--- src/rtl/sub_bytes_seq.sv ---
// Byte-serial AES SubBytes: issues the 16 state bytes one per cycle to an external
// sbox of latency SBOX_LAT, reassembles the results and presents them with a valid/ready handshake.
module sub_bytes_seq #(
  parameter int SBOX_LAT = 1
) (
  input  logic         clk,
  input  logic         rst,
  input  logic         in_valid,
  output logic         in_ready,
  input  logic [127:0] in_data,
  output logic [7:0]   sb_x,
  input  logic [7:0]   sb_y,
  output logic         out_valid,
  input  logic         out_ready,
  output logic [127:0] out_data
);

  typedef enum logic [1:0] {IDLE, ISSUE, DRAIN, DONE} state_t;

  state_t         r_state;
  logic           r_in_ready;
  logic           r_out_valid;
  logic [3:0]     r_cnt;
  logic [127:0]   r_data;
  logic [127:0]   r_out;

  logic           w_issue;
  logic           w_cap_v;
  logic [3:0]     w_cap_idx;
  logic           w_cap;

  assign w_issue = (r_state == ISSUE);

  // Byte k sits at bit offset 8*(15-k); ~k equals 15-k for a 4-bit index.
  assign sb_x = w_issue ? r_data[{~r_cnt, 3'b000} +: 8] : 8'h00;

  generate
    if (SBOX_LAT == 0) begin : g_lat0
      assign w_cap_v   = w_issue;
      assign w_cap_idx = r_cnt;
    end else begin : g_tag_pipe
      logic [SBOX_LAT-1:0] r_tag_v;
      logic [3:0]          r_tag_idx [SBOX_LAT];

      always_ff @(posedge clk) begin
        if (rst) begin
          r_tag_v <= '0;
          for (int i = 0; i < SBOX_LAT; i++) r_tag_idx[i] <= 4'd0;
        end else begin
          r_tag_v[0]   <= w_issue;
          r_tag_idx[0] <= r_cnt;
          for (int i = 1; i < SBOX_LAT; i++) begin
            r_tag_v[i]   <= r_tag_v[i-1];
            r_tag_idx[i] <= r_tag_idx[i-1];
          end
        end
      end

      assign w_cap_v   = r_tag_v[SBOX_LAT-1];
      assign w_cap_idx = r_tag_idx[SBOX_LAT-1];
    end
  endgenerate

  // A tag that survives into IDLE or DONE must never overwrite a presented result.
  assign w_cap = w_cap_v && (r_state == ISSUE || r_state == DRAIN);

  // NOTE: every register here uses <= so all of them see the pre-edge values of each other.
  always_ff @(posedge clk) begin
    if (rst) begin
      r_state     <= IDLE;
      r_in_ready  <= 1'b1;
      r_out_valid <= 1'b0;
      r_cnt       <= 4'd0;
      r_data      <= '0;
      r_out       <= '0;
    end else begin
      if (w_cap) r_out[{~w_cap_idx, 3'b000} +: 8] <= sb_y;

      case (r_state)
        IDLE: begin
          if (in_valid) begin
            r_data     <= in_data;
            r_cnt      <= 4'd0;
            r_in_ready <= 1'b0;
            r_state    <= ISSUE;
          end
        end
        ISSUE: begin
          r_cnt <= r_cnt + 4'd1;
          if (r_cnt == 4'hf) begin
            if (SBOX_LAT == 0) begin
              r_out_valid <= 1'b1;
              r_state     <= DONE;
            end else begin
              r_state <= DRAIN;
            end
          end
        end
        DRAIN: begin
          if (w_cap && w_cap_idx == 4'hf) begin
            r_out_valid <= 1'b1;
            r_state     <= DONE;
          end
        end
        DONE: begin
          if (out_ready) begin
            r_out_valid <= 1'b0;
            r_in_ready  <= 1'b1;
            r_state     <= IDLE;
          end
        end
        default: begin
          r_in_ready  <= 1'b1;
          r_out_valid <= 1'b0;
          r_state     <= IDLE;
        end
      endcase
    end
  end

  assign in_ready  = r_in_ready;
  assign out_valid = r_out_valid;
  assign out_data  = r_out;

endmodule
--- config.mk ---
export PLATFORM = sky130hd
export DESIGN_NAME = sub_bytes_seq
export DESIGN_NICKNAME = d
export VERILOG_FILES = /design/src/rtl/sub_bytes_seq.sv
export SDC_FILE = /design/constraint.sdc
export NUM_CORES = 1
export LEC_CHECK = 0
export CAP_MARGIN = 40
export CELL_PAD_IN_SITES_DETAIL_PLACEMENT = 1
export CELL_PAD_IN_SITES_GLOBAL_PLACEMENT = 2
export CORE_ASPECT_RATIO = 1.25
export CORE_MARGIN = 2
export CORE_UTILIZATION = 30
export DETAILED_ROUTE_END_ITERATION = 7
export PLACE_DENSITY_LB_ADDON = 0.15
export SYNTH_ARGS = -nofsm -noshare
export SYNTH_HDL_FRONTEND = slang
export SYNTH_SLANG_ARGS = --single-unit
--- constraint.sdc ---
create_clock -name clk -period 3.5 [get_ports clk]
set_clock_uncertainty 0.15 [all_clocks]
set_input_delay 0.7 -clock clk [delete_from_list [all_inputs] [get_ports clk]]
set_output_delay 0.7 -clock clk [all_outputs]
set_load 0.005 [all_outputs]
==> results of run 1 <==
[cells by family after synthesis]
kind of cell,Yosys count,share of synthesized area
simple gates,469,0.189
flops,269,0.476
xor+xnor,3,0.00298
buf+inv,123,0.0446
fa+ha+maj,8,0.00884
mux,106,0.103
compound gates,348,0.177
[layout make-up]
type                       instances  area, um2
fill                            4340      21700
sequential                       269       5390
multi-input combinational        934       5480
clock inverter                     6       80.1
tap                              486        608
timing repair buffer             313       3110
inverter                           7       26.3
clock buffer                      44        853
[how the worst min path moves through the flow]
| stage | from | slack (ps) | endpoint | depth (start not counted) |
|---|---|---|---|---|
| after floorplan | r_data[106]$_SDFFE_PP0P_ | 280 | r_data[106]$_SDFFE_PP0P_ | 2 |
| after global placement | r_data[118]$_SDFFE_PP0P_ | 300 | r_data[118]$_SDFFE_PP0P_ | 2 |
| after detailed placement | r_data[118]$_SDFFE_PP0P_ | 300 | r_data[118]$_SDFFE_PP0P_ | 2 |
| after CTS | r_data[118]$_SDFFE_PP0P_ | 310 | r_data[118]$_SDFFE_PP0P_ | 2 |
| after global routing | r_data[11]$_SDFFE_PP0P_ | 330 | r_data[11]$_SDFFE_PP0P_ | 2 |
| final | r_data[118]$_SDFFE_PP0P_ | 310 | r_data[118]$_SDFFE_PP0P_ | 2 |
[what timing repair did]
item | CTS | global route
resized for setup | 7 | 3
setup endpoints to repair | 7 | 6
setup buffers | 1 | 5
[synthesized netlist by cell type (all sizes together), types with 3 or more instances]
library cell,instances,share of area
o21ai,58,0.026
clkbuf,97,0.032
a21oi,211,0.094
and2,14,0.0077
mux4,8,0.016
nor2b,10,0.0055
nor2,40,0.013
dfxtp,269,0.48
nor3,4,0.0018
o22ai,6,0.0033
nand4,31,0.017
a22oi,23,0.015
mux2i,98,0.087
nand2,279,0.092
buf,19,0.010
o31ai,18,0.012
a21o,3,0.0020
nand3,45,0.020
a22o,12,0.0093
ha,8,0.0088
inv,7,0.0023
nand3b,4,0.0027
nand2b,30,0.017
[per-layer routing]
layer,vias to the layer above,GRT usage,part of all wire
met3,47,0.0249,0.036
met1,5014,0.234,0.39
met4,0,0.0584,0.025
met2,241,0.396,0.54
li1,5054,-,-
met5,-,0,0
[flip-flops by register name, summed over array words and instances (netlist names)]
signal                flops
g_tag_pipe.r_tag_idx      4
g_tag_pipe.r_tag_v        1
in_ready                  1
r_state                   2
r_cnt                     4
r_data                  128
out_valid                 1
out_data                128
[critical path, stage by stage, from the launching register on]
cell             delay [ps]
dfxtp_4                 430
buf_4                   180
mux4_2                  520
a311oi_1                260
a21oi_1                 100
clkdlybuf4s50_1         470
[per-stage QoR]
stage               instances  power [mW]   util  cell area [um2]  hold WS [ps]
CTS                      2054        8.71  0.416            15500           310
floorplan                1326        4.79      -            11300           283
global placement         2003        5.57  0.390            14500           298
global route             2059        9.06  0.417            15600           328
finish                   2059        8.61  0.417            15600           309
detailed placement       2003        5.59  0.390            14500           300
[power by group through the flow]
stage / Combinational [mW] / Sequential (mW) / Clock [mW]
5_1_grt: 2.14 / 3.65 / 3.28
3_3_place_gp: 1.83 / 3.74 / 0
6_report: 1.92 / 3.62 / 3.07
4_1_cts: 1.91 / 3.64 / 3.16
3_5_place_dp: 1.87 / 3.72 / 0
2_1_floorplan: 1.25 / 3.54 / 0
==> results.toml, run 1 <==
[status]
outcome = "finished, final reports clean"

[floorplan]
die_area_um2 = 39300
ios = 278
dieHeight_um = 221
core-area_um2 = 37300
fp.dieW_um = 178
start_util = 0.304
rows = 79

[clock_network]
cts-root-buf = "clkbuf_16"
cts.sinks = 269
clk_latency_ps = 550
postCtsHoldBufs = 0
numCtsBuffers = 28
clk_path_buf_depth = 3
htree_levels = 1
cts_tree = "built"
clk_pin_slew_ps = 60

[power]
p_clk_frac = 0.357
comb_power_share = 0.223
internal_power_mw = 5.95
p_sw_frac = 0.308
p_switching_mw = 2.65
seq_power_share = 0.421
leakagePower_nw = 5.31
ir_worst_vdd_v = 0.000307
p_per_area_nw_per_um2 = 553

[setup_path]
regToRegEndpoint = "out_data[79]$_SDFFE_PP0P_"
cp-start-kind = "register"
regToRegSetupSlack_ps = 710
startpoint = "r_cnt[0]$_SDFFE_PP0P_"
crit_path_max_fanout = 9
crit_arrival_ps = 2520
endpoint = "sb_x[3]"
crit_path_end_kind = "output pin"
ff2ff_path_depth = 5
worst-setup-path-type = "register to output pin"
worstPathRequired_ps = 2650
rr_startpoint = "g_tag_pipe.r_tag_idx[0][0]$_SDFF_PP0_"

[placed_design]
numPortBuffers = 277
hpwl_mm = 29.9
pre_cts_slack_ps = 321
place_congestion = 0.846

[finish]
finalNetCount = 1701
layout_commonest_cell = "nand2_1"
diodes = 0
final_cell_mix = "278 x nand2_1, 276 x clkdlybuf4s50_1, 266 x dfxtp_1"
syn_to_final_growth_pct = 37.4
drive_gt1_frac = 0.0687

[timing]
fmax_mhz = 297
grt_setup_unrepaired = "no"
relSlewSlack = 0.488
post-route-period-util = 0.962
worst_pin_slew_ps = 762
fin_crit_ps = 3370
setup_viol = 0
setup_tns_ps = 0
fin_ws_ps = 135
final-max-slew-violation-count = 0
hold_viol_final = 0

[route]
firstDrtPassIters = 4
drc_errors = 0
antenna_left = 0
drt-initial-drc-count = 505
route.vias.total = 10400
drt_wl_total_mm = 41.2
wl_per_cell_um = 20.0
via_per_inst = 5.03

[global_routing]
grt_pass1_vias = 10800
grt-ovfl-total = 0
grt_start_max_net_pins = 95
antenna_found_initial = 0
grtUsageTotal = 0.206
grt_pass1_wl_mm = 63.3

[job]
maxCapViolCount = 0

[worst_hold_path]
hp-class = "register to register"

[synth]
synth_fp_nets = 1474
netlist_instances = 1326
ys_types = 53
yosysSeqAreaShare = 0.476
synth_top_flop_cell = "dfxtp_1"
avgSynthCellArea_um2 = 8.54
ys.warnings.count = 0
ys_ff_latch = 269
synthArstFlopShare = 0
synth_edf_count = 0
synth_area_um2 = 11300
No activity file was read; power rests on OpenSTA's default activity.
==> run 2: changes to the inputs <==
Settings changed: CORE_UTILIZATION 30 to 31.
==> run 2 against run 1 <==
First-iteration DRC count up 14%; clock-buffer cell count stayed put; register-to-register slack better by 40 ps; global-route usage increased by 0.31 points; sequential share of layout area shrank 0.39 points; design area up 1.1%; critical path depth unchanged; critical endpoint unchanged.
==> results.toml, run 2 (synthesis gave the netlist of run 1 again) <==
[power]
ir_worst_vdd_v = 0.000342
leakagePower_nw = 5.37
p_per_area_nw_per_um2 = 578
power_mw = 9.08

[clock_network]
clk_latency_ps = 560
clk_pin_slew_ps = 60
post_cts_buffers = 0
cts_tree = "built"
clk_path_buf_depth = 3
cts-root-buf = "clkbuf_16"
cts.sinks = 269
numCtsBuffers = 30
htree_levels = 1

[setup_path]
crit_path_max_fanout = 17
critPathMaxStageDelay_ps = 530
crit_slowest_cell = "mux4_2"
worst-setup-path-type = "register to output pin"
startpoint = "r_cnt[0]$_SDFFE_PP0P_"
cp-start-kind = "register"
rr_startpoint = "g_tag_pipe.r_tag_idx[0][0]$_SDFF_PP0_"
crit_path_end_kind = "output pin"
cp_cell_sequence = "buf_16, mux4_2, a311oi_1, a21oi_2, clkdlybuf4s50_1"
worstPathRequired_ps = 2650
crit_arrival_ps = 2590

[placed_design]
hpwl_mm = 29.2
place_congestion = 0.833
numPortBuffers = 277

[floorplan]
dieHeight_um = 218
core-area_um2 = 36100
die_area_um2 = 38100
ios = 278
start_util = 0.314
fp.dieW_um = 175
rows = 78

[route]
route.vias.total = 10300
wl_per_cell_um = 20.0
firstDrtPassIters = 4
drt_wl_total_mm = 41.1
drc_errors = 0
antenna_left = 0
drt-initial-drc-count = 576
via_per_inst = 5.01

[finish]
register_area_um2 = 5390
drive_gt1_frac = 0.0744
final_cell_mix = "278 x nand2_1, 276 x clkdlybuf4s50_1, 267 x dfxtp_1"
finalNetCount = 1697
multi_input_area_um2 = 5500
diodes = 0
layout_commonest_cell = "nand2_1"
syn_to_final_growth_pct = 38.8
utilization = 0.435
n_fill_cell = 4188

[timing]
fmax_mhz = 291
worst_pin_slew_ps = 775
grt_setup_unrepaired = "yes"
final-max-slew-violation-count = 0
setup_viol = 0
relSlewSlack = 0.479
fin_crit_ps = 3440
post-route-period-util = 0.983
hold_viol_final = 0

[global_routing]
grt_pass1_vias = 10700
grt-ovfl-total = 0
grt_pass1_wl_mm = 62.3
antenna_found_initial = 0
grtUsageTotal = 0.209
grt_start_max_net_pins = 123

[job]
maxCapViolCount = 0

[status]
outcome = "finished, final reports clean"

[worst_hold_path]
min_from = "r_data[41]$_SDFFE_PP0P_"
hp-class = "register to register"
run 2: cell types whose count changed in the layout (fill, tap and decap cells not counted), moves of 3 or more:
cell,change
buf_4,-6
clkbuf_8,+3
bufinv_16,+3
clkbuf_1,-5
clkbuf_16,+3
run 2: through the flow:
step	TNS, ps	instances	hold WS [ps]	setup slack [ps]	area (um2)
after global placement	0	1996	292	371	14500
after global routing	-103	2052	325	-35.9	15700
after detailed placement	0	1996	297	317	14500
after CTS	0	2051	305	13.6	15700
final	0	2052	305	59.2	15700
after floorplan	0	1326	283	1040	11300
run 2: power breakdown:
part / internal (mW) / leakage (nW) / switching [mW]
registers: 3.37 / 2.19 / 0.208
clock network: 2.19 / 0.548 / 1.32
logic: 0.781 / 2.63 / 1.21
run 2: path summary, 6_finish.rpt:
check | to | slack, ps | cells after the start
worst max-delay path | sb_x[3] | 60 | 5
worst min-delay path | r_data[41]$_SDFFE_PP0P_ | 310 | 2
worst max register to register | out_data[98]$_SDFFE_PP0P_ | 750 | 6
worst min register to register | r_data[41]$_SDFFE_PP0P_ | 310 | 2
run 2: cell type report:
type,instances,area share
clock buffer,44,0.0589
clock inverter,11,0.0119
inverter,7,0.00167
multi-input combinational,934,0.350
sequential,269,0.343
tap,480,0.0382
timing repair buffer,307,0.196
run 2: repair_timing:
item / 4_1_cts / 5_1_grt
gates resized for setup: 8 / 8
setup endpoints to repair: 7 / 8
hold buffers: 0 / 0
cloned: 0 / 1
run 2: per-layer routing:
| layer | global-route usage | wire (um) | vias to the layer above |
|---|---|---|---|
| met1 | 0.238 | 16300 | 4973 |
| met2 | 0.407 | 22600 | 227 |
| met5 | 0 | 0 | - |
| li1 | - | - | 5038 |
| met4 | 0.0547 | 833 | 0 |
| met3 | 0.0263 | 1430 | 45 |
run 2: critical path: cells and delay by family (launching register included):
kind                   cells  cell delay [ps]
DFF                        1              410
AOI/OAI and AO/OA          2              410
buffers and inverters      2              660
muxes                      1              530
